`src/rtl/debug_reply_pkg.sv`:
```
// rtl/debug_reply_pkg.sv - shared types, CRC constants and byte-wise CRC-16-CCITT helper for the debug reply framer
// Contents:
//   reply_state_t     framer FSM state encoding
//   CRC16_POLY        CRC-16-CCITT polynomial (0x1021, no reflection)
//   CRC16_INIT        CRC seed value (0xFFFF, no final XOR)
//   crc16_ccitt_byte  one-byte CRC update, MSB of the byte first
package debug_reply_pkg;

    typedef enum logic [2:0] {
        ST_IDLE,
        ST_SEND,
        ST_WAIT,
        ST_CRC_LOAD,
        ST_CRC_SEND,
        ST_CRC_WAIT
    } reply_state_t;

    localparam logic [15:0] CRC16_POLY = 16'h1021;
    localparam logic [15:0] CRC16_INIT = 16'hFFFF;

    function automatic logic [15:0] crc16_ccitt_byte(input logic [15:0] crc, input logic [7:0] data);
        logic [15:0] c;
        c = crc ^ {data, 8'h00};
        for (int i = 0; i < 8; i++) begin
            c = c[15] ? ((c << 1) ^ CRC16_POLY) : (c << 1);
        end
        return c;
    endfunction

endpackage

```
`src/rtl/crc16_CCITT.sv`:
```
// rtl/crc16_CCITT.sv - byte-serial CRC-16-CCITT accumulator
// Ports:
//   clk         clock
//   reset_n     asynchronous active-low reset (CRC returns to seed)
//   sync_reset  synchronous return to seed; wins over crc_en
//   crc_en      fold data_in into the CRC on this edge
//   data_in     byte to fold in
//   crc_out     current CRC value
module crc16_CCITT
    import debug_reply_pkg::*;
(
    input  logic        clk,
    input  logic        reset_n,
    input  logic        sync_reset,
    input  logic        crc_en,
    input  logic [7:0]  data_in,
    output logic [15:0] crc_out
);

    logic [15:0] r_crc;

    always_ff @(posedge clk or negedge reset_n) begin
        if (!reset_n) begin
            r_crc <= CRC16_INIT;
        end else if (sync_reset) begin
            r_crc <= CRC16_INIT;
        end else if (crc_en) begin
            r_crc <= crc16_ccitt_byte(r_crc, data_in);
        end
    end

    assign crc_out = r_crc;

endmodule

```
`src/rtl/debug_reply_framer.sv`:
```
// rtl/debug_reply_framer.sv - frames sync + variable payload + CRC-16 and feeds the UART one byte per start/done handshake
// Ports:
//   clk, reset_n        clock, asynchronous active-low reset
//   reply_enable_in     frame request, honoured only while reply_ready=1
//   reply_len_in        payload byte count, clamped to MAX_PAYLOAD_BYTES
//   reply_payload       payload, byte 0 in the MSB byte
//   reply_abort         drop the current frame (and a same-cycle request in IDLE)
//   reply_ready         idle and able to accept a request
//   uart_tx_done        UART finished the current byte
//   ctl_start_uart_tx   one-cycle pulse starting a byte
//   uart_data_out       byte being transmitted, held from start through done
//   reply_done          one-cycle pulse when a frame completes
module debug_reply_framer
    import debug_reply_pkg::*;
#(
    parameter int          DATA_WIDTH        = 8,
    parameter int          MAX_PAYLOAD_BYTES = 8,
    parameter int          SYNC_BYTES        = 2,
    parameter logic [31:0] SYNC_PATTERN      = 32'h00005AA5,
    parameter int          CRC_INCLUDES_SYNC = 1
) (
    input  logic                                   clk,
    input  logic                                   reset_n,
    input  logic                                   reply_enable_in,
    input  logic [$clog2(MAX_PAYLOAD_BYTES+1)-1:0] reply_len_in,
    input  logic [MAX_PAYLOAD_BYTES*8-1:0]         reply_payload,
    input  logic                                   reply_abort,
    output logic                                   reply_ready,
    input  logic                                   uart_tx_done,
    output logic                                   ctl_start_uart_tx,
    output logic [DATA_WIDTH-1:0]                  uart_data_out,
    output logic                                   reply_done
);

    localparam int LW = $clog2(MAX_PAYLOAD_BYTES + 1);
    localparam int CW = $clog2(SYNC_BYTES + MAX_PAYLOAD_BYTES + 1);
    localparam int SW = (SYNC_BYTES + MAX_PAYLOAD_BYTES) * 8;
    localparam logic [SYNC_BYTES*8-1:0] SYNC_VAL = SYNC_PATTERN[SYNC_BYTES*8-1:0];

    generate
        if (DATA_WIDTH != 8) begin : g_bad_data_width
            $error("debug_reply_framer: DATA_WIDTH must be 8");
        end
        if (MAX_PAYLOAD_BYTES < 1 || MAX_PAYLOAD_BYTES > 64) begin : g_bad_max_payload
            $error("debug_reply_framer: MAX_PAYLOAD_BYTES must be 1..64");
        end
        if (SYNC_BYTES < 1 || SYNC_BYTES > 4) begin : g_bad_sync_bytes
            $error("debug_reply_framer: SYNC_BYTES must be 1..4");
        end
    endgenerate

    reply_state_t          r_state;
    logic [SW-1:0]         r_shift;
    logic [LW-1:0]         r_len;
    logic [CW-1:0]         r_cnt;
    logic                  r_crc_idx;
    logic                  r_crc_upd;
    logic                  r_ready;
    logic                  r_start;
    logic                  r_done;
    logic [DATA_WIDTH-1:0] r_data;

    logic [LW-1:0]         w_len_clamped;
    logic                  w_last_body;
    logic                  w_covered;
    logic                  w_accept;
    logic                  w_abort;
    logic                  w_crc_clear;
    logic [15:0]           w_crc;

    assign w_len_clamped = (reply_len_in > LW'(MAX_PAYLOAD_BYTES)) ? LW'(MAX_PAYLOAD_BYTES) : reply_len_in;

    // r_cnt counts bytes already handed back by the UART; the byte in flight is the last
    // header/payload byte when one more completion reaches the frame body length.
    assign w_last_body = (r_cnt + CW'(1)) == (CW'(SYNC_BYTES) + CW'(r_len));

    // Sync bytes occupy the first SYNC_BYTES counter positions.
    assign w_covered = (CRC_INCLUDES_SYNC != 0) || (r_cnt >= CW'(SYNC_BYTES));

    assign w_accept    = (r_state == ST_IDLE) && reply_enable_in && !reply_abort;
    assign w_abort     = (r_state != ST_IDLE) && reply_abort;
    assign w_crc_clear = w_accept || w_abort;

    // The CRC folds in uart_data_out during its start pulse, so r_crc_upd is
    // registered alongside r_start and only raised for covered body bytes.
    crc16_CCITT u_crc (
        .clk        (clk),
        .reset_n    (reset_n),
        .sync_reset (w_crc_clear),
        .crc_en     (r_crc_upd),
        .data_in    (r_data),
        .crc_out    (w_crc)
    );

    always_ff @(posedge clk or negedge reset_n) begin
        if (!reset_n) begin
            r_state   <= ST_IDLE;
            r_shift   <= '0;
            r_len     <= '0;
            r_cnt     <= '0;
            r_crc_idx <= 1'b0;
            r_crc_upd <= 1'b0;
            r_ready   <= 1'b1;
            r_start   <= 1'b0;
            r_done    <= 1'b0;
            r_data    <= '0;
        end else begin
            r_start   <= 1'b0;
            r_done    <= 1'b0;
            r_crc_upd <= 1'b0;
            if (w_abort) begin
                // A byte already started is left for the UART to finish; its done is ignored in IDLE.
                r_state <= ST_IDLE;
                r_ready <= 1'b1;
            end else begin
                case (r_state)
                    ST_IDLE: begin
                        if (w_accept) begin
                            r_shift   <= {SYNC_VAL, reply_payload};
                            r_len     <= w_len_clamped;
                            r_cnt     <= '0;
                            r_crc_idx <= 1'b0;
                            r_ready   <= 1'b0;
                            r_state   <= ST_SEND;
                        end
                    end
                    ST_SEND: begin
                        r_data    <= r_shift[SW-1 -: 8];
                        r_start   <= 1'b1;
                        r_crc_upd <= w_covered;
                        r_state   <= ST_WAIT;
                    end
                    ST_WAIT: begin
                        if (uart_tx_done) begin
                            r_shift <= {r_shift[SW-9:0], 8'hAA};
                            r_cnt   <= r_cnt + CW'(1);
                            r_state <= w_last_body ? ST_CRC_LOAD : ST_SEND;
                        end
                    end
                    ST_CRC_LOAD: begin
                        r_shift[SW-1 -: 16] <= w_crc;
                        r_state             <= ST_CRC_SEND;
                    end
                    ST_CRC_SEND: begin
                        r_data  <= r_shift[SW-1 -: 8];
                        r_start <= 1'b1;
                        r_state <= ST_CRC_WAIT;
                    end
                    ST_CRC_WAIT: begin
                        if (uart_tx_done) begin
                            if (r_crc_idx) begin
                                r_ready <= 1'b1;
                                r_done  <= 1'b1;
                                r_state <= ST_IDLE;
                            end else begin
                                r_shift   <= {r_shift[SW-9:0], 8'hAA};
                                r_crc_idx <= 1'b1;
                                r_state   <= ST_CRC_SEND;
                            end
                        end
                    end
                    default: begin
                        r_ready <= 1'b1;
                        r_state <= ST_IDLE;
                    end
                endcase
            end
        end
    end

    assign reply_ready       = r_ready;
    assign ctl_start_uart_tx = r_start;
    assign uart_data_out     = r_data;
    assign reply_done        = r_done;

endmodule

```
`config.mk`:
```
export PLATFORM = sky130hd
export DESIGN_NAME = debug_reply_framer
export DESIGN_NICKNAME = d
export VERILOG_FILES = /design/src/rtl/debug_reply_pkg.sv /design/src/rtl/crc16_CCITT.sv /design/src/rtl/debug_reply_framer.sv
export SDC_FILE = /design/constraint.sdc
export NUM_CORES = 1
export LEC_CHECK = 0
export BUFFER_PORTS_ARGS = -buffer_cell sky130_fd_sc_hd__buf_2
export CORE_ASPECT_RATIO = 1.4
export CORE_MARGIN = 4
export CORE_UTILIZATION = 58
export DETAILED_ROUTE_END_ITERATION = 12
export PLACE_DENSITY_LB_ADDON = 0.25
export SETUP_SLACK_MARGIN = 0.5
export SLEW_MARGIN = 20
export SYNTH_ARGS = -nofsm -noshare
export SYNTH_HDL_FRONTEND = slang
export SYNTH_SLANG_ARGS = --single-unit
```
`constraint.sdc`:
```
create_clock -name clk -period 2.7 [get_ports clk]
set_input_delay 0.54 -clock clk [delete_from_list [all_inputs] [get_ports clk]]
set_output_delay 0.54 -clock clk [all_outputs]
set_load 0.005 [all_outputs]
```
==> metrics.txt <==
# TYPE chip_impl_metric gauge
chip_impl_metric{name="p_total",unit="uW"} 6450
chip_impl_metric{name="overflow",unit=""} 0
chip_impl_metric{name="clock_period_minus_worst_slack",unit="ns"} 2.17
chip_impl_metric{name="postSynthRegisterBits",unit=""} 120
chip_impl_metric{name="tightestPinTransition",unit="ns"} 0.641
chip_impl_metric{name="max_clock_freq",unit="MHz"} 460
chip_impl_info{name="reg2reg_from",value="r_state[1]$_DFFE_PN0P_"} 1
chip_impl_metric{name="setup_total_negative_slack",unit="ns"} 0
chip_impl_metric{name="final_cell_area",unit="um^2"} 7510
chip_impl_metric{name="globalRouteMet3Util",unit=""} 0.0502
chip_impl_metric{name="dpl.cell_count",unit=""} 707
chip_impl_info{name="synth.area.top_cells",value="sky130_fd_sc_hd__dfrtp_1, sky130_fd_sc_hd__mux2_2, sky130_fd_sc_hd__dfstp_2"} 1
chip_impl_metric{name="global_route.usage.total",unit=""} 0.229
chip_impl_info{name="crit_start",value="r_state[1]$_DFFE_PN0P_"} 1
chip_impl_metric{name="vdd_drop_max",unit="mV"} 0.533
chip_impl_metric{name="worst_clock_skew",unit="ns"} 0.00787
chip_impl_metric{name="syn-mean-instance-area",unit="um^2"} 12.3
chip_impl_metric{name="critical_path_maximum_fanout",unit=""} 16
chip_impl_metric{name="post-dp-hpwl",unit="mm"} 9.36
chip_impl_metric{name="relSlewSlack",unit=""} 0.571
chip_impl_metric{name="syn2layout_area_growth",unit="%"} 22.2
chip_impl_metric{name="antenna_violating_nets_left",unit=""} 0
chip_impl_metric{name="final_setup_viols",unit=""} 0
chip_impl_metric{name="register_area",unit="um^2"} 3030
chip_impl_metric{name="synth.yosys.seq_area_share",unit=""} 0.492
chip_impl_metric{name="initialDrtViolationCount",unit=""} 218
chip_impl_metric{name="diodes",unit=""} 0
chip_impl_metric{name="drt_pre_antenna_iters",unit=""} 5
chip_impl_metric{name="first_global_vias",unit=""} 4400
chip_impl_info{name="grt_setup_unrepaired",value="false"} 1
chip_impl_info{name="library_cell_with_the_largest_summed_area_after_synthesis",value="sky130_fd_sc_hd__dfrtp_1"} 1
chip_impl_metric{name="yosys_warnings",unit=""} 0
chip_impl_info{name="startpoint_type",value="flip-flop"} 1
chip_impl_metric{name="timing.max_cap.violations",unit=""} 0
chip_impl_info{name="cts-root-buf",value="sky130_fd_sc_hd__clkbuf_16"} 1
chip_impl_info{name="outcome",value="completed"} 1
chip_impl_metric{name="vias_per_cell",unit=""} 5.85
chip_impl_metric{name="critical_path_arrival",unit="ns"} 2.46
chip_impl_metric{name="floorplan.die.width",unit="um"} 95.0
chip_impl_metric{name="number_of_standard_cells_in_the_layout_taps_in_and_fillers_out",unit=""} 748
chip_impl_metric{name="totalWireLength",unit="mm"} 14.5
chip_impl_metric{name="synth_top_cell_area_share",unit=""} 0.419
chip_impl_info{name="yosys_most_used_dff",value="sky130_fd_sc_hd__dfrtp_1"} 1
chip_impl_metric{name="synth-edff-count",unit=""} 0
chip_impl_metric{name="place_congestion",unit=""} 0.797
chip_impl_metric{name="multi_input_area",unit="um^2"} 2940
chip_impl_info{name="cts_tree",value="built"} 1
chip_impl_metric{name="tritoncts.num_buffers",unit=""} 17
chip_impl_info{name="worst_setup_path_end_kind",value="flip-flop"} 1
chip_impl_metric{name="number_of_antenna_violations_at_the_first_check_in_global_routing",unit=""} 0
chip_impl_metric{name="final_critical_path_share_of_the_clock_period",unit=""} 0.804
chip_impl_metric{name="placementRows",unit=""} 44
chip_impl_metric{name="cts.htree.levels",unit=""} 4
chip_impl_metric{name="power.static_leakage",unit="uW"} 0.00327
chip_impl_metric{name="cts_clk_pin_slew_worst_paths",unit="ns"} 0.05
chip_impl_metric{name="wire_length_of_the_first_global_routing_pass",unit="mm"} 21.3
chip_impl_metric{name="layout.filler_cells",unit=""} 727
chip_impl_metric{name="power_per_cell_area",unit="nW/um^2"} 858
chip_impl_info{name="top_usage_layer",value="met2"} 1
chip_impl_metric{name="required_time_of_the_worst_setup_path",unit="ns"} 2.98
chip_impl_metric{name="port_buffers",unit=""} 83
chip_impl_info{name="setup.worst_path.class",value="reg -> reg"} 1
chip_impl_metric{name="clock_path_buffers",unit=""} 2
chip_impl_metric{name="vias",unit=""} 4373
chip_impl_metric{name="placed_area",unit="um^2"} 6700
chip_impl_metric{name="synth_cell_types",unit=""} 54
chip_impl_metric{name="grt_util_met1",unit=""} 0.271
chip_impl_metric{name="postSynthCellCount",unit=""} 501
chip_impl_metric{name="clock_latency_on_the_worst_skew_pair",unit="ns"} 0.41
chip_impl_metric{name="die-height",unit="um"} 130
chip_impl_metric{name="hold_viol_final",unit=""} 0
chip_impl_metric{name="synth-async-reset-ratio",unit=""} 1.00
chip_impl_metric{name="wire_per_inst",unit="um"} 19.3
chip_impl_metric{name="finalMaxSlewViolations",unit=""} 0
chip_impl_metric{name="initial_utilization",unit=""} 0.594
chip_impl_metric{name="core_box_area",unit="um^2"} 10300
chip_impl_metric{name="synth_fp_nets",unit=""} 576
chip_impl_metric{name="ios",unit=""} 84
chip_impl_metric{name="remaining_drc_errors",unit=""} 0
chip_impl_metric{name="grt_start_max_net_pins",unit=""} 45
chip_impl_metric{name="use_met2",unit=""} 0.401
chip_impl_metric{name="fin_nets",unit=""} 672
chip_impl_metric{name="synth_area",unit="um^2"} 6150
chip_impl_metric{name="clock_sink_count",unit=""} 120
chip_impl_info{name="min_path_type",value="in -> async"} 1
chip_impl_metric{name="final_layout_size_suffix_gt1_frac",unit=""} 0.511
chip_impl_metric{name="fp.dieArea",unit="um^2"} 12300
kinds of logic (layout without fill, tap and decap cells):
kind of cell             after synthesis  after routing  synth area share
flip-flops                           120            120             0.492
multiplexers                         142            142             0.260
buffers and inverters                 39            148            0.0377
AO/OA/AOI/OAI                         79             79            0.0908
XOR/XNOR                              29             29            0.0413
adder cells (fa/ha/maj)                2              2           0.00407
AND/OR/NAND/NOR                       90             90            0.0743
registers in the layout, summed over array words and instances (netlist names), 3 cells and up:
register	flops
r_state	3
r_len	4
r_cnt	4
u_crc.crc_out	16
r_shift	80
uart_data_out	8
placed cells by master, fill, tap and decap left out, types with 8 or more instances in the layout:
cell type / count
sky130_fd_sc_hd__a22oi_1: 8
sky130_fd_sc_hd__a2bb2oi_1: 9
sky130_fd_sc_hd__buf_2: 82
sky130_fd_sc_hd__buf_4: 15
sky130_fd_sc_hd__clkbuf_16: 19
sky130_fd_sc_hd__dfrtp_1: 101
sky130_fd_sc_hd__dfstp_2: 17
sky130_fd_sc_hd__mux2_2: 141
sky130_fd_sc_hd__nand2_1: 30
sky130_fd_sc_hd__nand2b_1: 8
sky130_fd_sc_hd__nor2_1: 18
sky130_fd_sc_hd__o21ai_0: 26
sky130_fd_sc_hd__o22ai_1: 8
sky130_fd_sc_hd__xnor2_1: 25
layout make-up:
cell class | count | share of cell area
Sequential cell | 120 | 0.403
Tap cell | 138 | 0.0230
Multi-Input combinational cell | 342 | 0.392
Clock inverter | 10 | 0.0192
Inverter | 7 | 0.00350
Clock buffer | 22 | 0.0618
Timing Repair Buffer | 109 | 0.0980
cell usage after synthesis, types with 2 or more instances:
cell type                   instances
sky130_fd_sc_hd__or3_1              5
sky130_fd_sc_hd__a2bb2oi_1          9
sky130_fd_sc_hd__inv_1              6
sky130_fd_sc_hd__buf_2              2
sky130_fd_sc_hd__nand2_1           30
sky130_fd_sc_hd__ha_1               2
sky130_fd_sc_hd__a22oi_1            8
sky130_fd_sc_hd__o22ai_1            8
sky130_fd_sc_hd__nor2_1            18
sky130_fd_sc_hd__and2_1             2
sky130_fd_sc_hd__a21oi_1            3
sky130_fd_sc_hd__nor2b_1            4
sky130_fd_sc_hd__dfstp_2           17
sky130_fd_sc_hd__mux2_2           141
sky130_fd_sc_hd__nand2b_1           8
sky130_fd_sc_hd__nor3_1             2
sky130_fd_sc_hd__nand4_1            4
sky130_fd_sc_hd__xor2_1             4
sky130_fd_sc_hd__nand3b_1           3
sky130_fd_sc_hd__a21bo_2            4
sky130_fd_sc_hd__nand3_1            6
sky130_fd_sc_hd__o21ai_0           26
sky130_fd_sc_hd__xnor2_1           25
sky130_fd_sc_hd__buf_6              6
sky130_fd_sc_hd__buf_4             10
sky130_fd_sc_hd__o211ai_1           3
sky130_fd_sc_hd__a21boi_0           2
sky130_fd_sc_hd__clkbuf_1          13
sky130_fd_sc_hd__dfrtp_1          103
sky130_fd_sc_hd__o2111ai_1          3
worst paths after layout:
| path | end | slack [ns] | cells after the start |
|---|---|---|---|
| min in group clk | r_len[3]$_DFFE_PN0P_ | 0.37 | 3 |
| min | r_shift[7]$_DFFE_PN0P_ | 0.07 | 1 |
| max | r_shift[65]$_DFFE_PN0P_ | 0.53 | 6 |
| max in group asynchronous | reply_ready$_DFFE_PN1P_ | 1.88 | 2 |
| max reg2reg | r_shift[65]$_DFFE_PN0P_ | 0.53 | 6 |
| min reg2reg | r_len[2]$_DFFE_PN0P_ | 0.47 | 2 |
critical path, stage by stage (launching register included):
cell	delay [ns]
sky130_fd_sc_hd__dfrtp_2	0.44
sky130_fd_sc_hd__buf_6	0.15
sky130_fd_sc_hd__or3_4	0.39
sky130_fd_sc_hd__o21a_4	0.25
sky130_fd_sc_hd__buf_12	0.13
sky130_fd_sc_hd__o211ai_4	0.26
sky130_fd_sc_hd__mux2_2	0.41
power breakdown:
part | internal (uW) | total, uW | switching, uW
Clock | 1500 | 2310 | 803
Combinational | 841 | 1490 | 653
Sequential | 2300 | 2640 | 341
stage by stage:
stage	setup WS, ns	hold WS [ns]	utilization
3_5_place_dp	0.332	0.462	0.647
6_report	0.528	0.0693	0.726
2_1_floorplan	0.614	0.244	-
3_3_place_gp	0.382	0.456	0.647
4_1_cts	0.503	0.0630	0.711
5_1_grt	0.493	0.0871	0.726
metal layers:
layer / vias to the layer above / routed length [um]
met5: - / 0
met1: 2206 / 5750
met3: 26 / 707
met4: 0 / 266
li1: 1992 / -
met2: 149 / 7730
repair_timing:
action,4_1_cts,5_1_grt
endpoints found under the hold margin,0,0
endpoints found under the setup margin,78,82
hold buffers,0,0
gates resized for setup,8,10
cloned,0,3
pin swaps,1,3
buffers inserted,2,4
No activity file was read; power rests on OpenSTA's default activity.
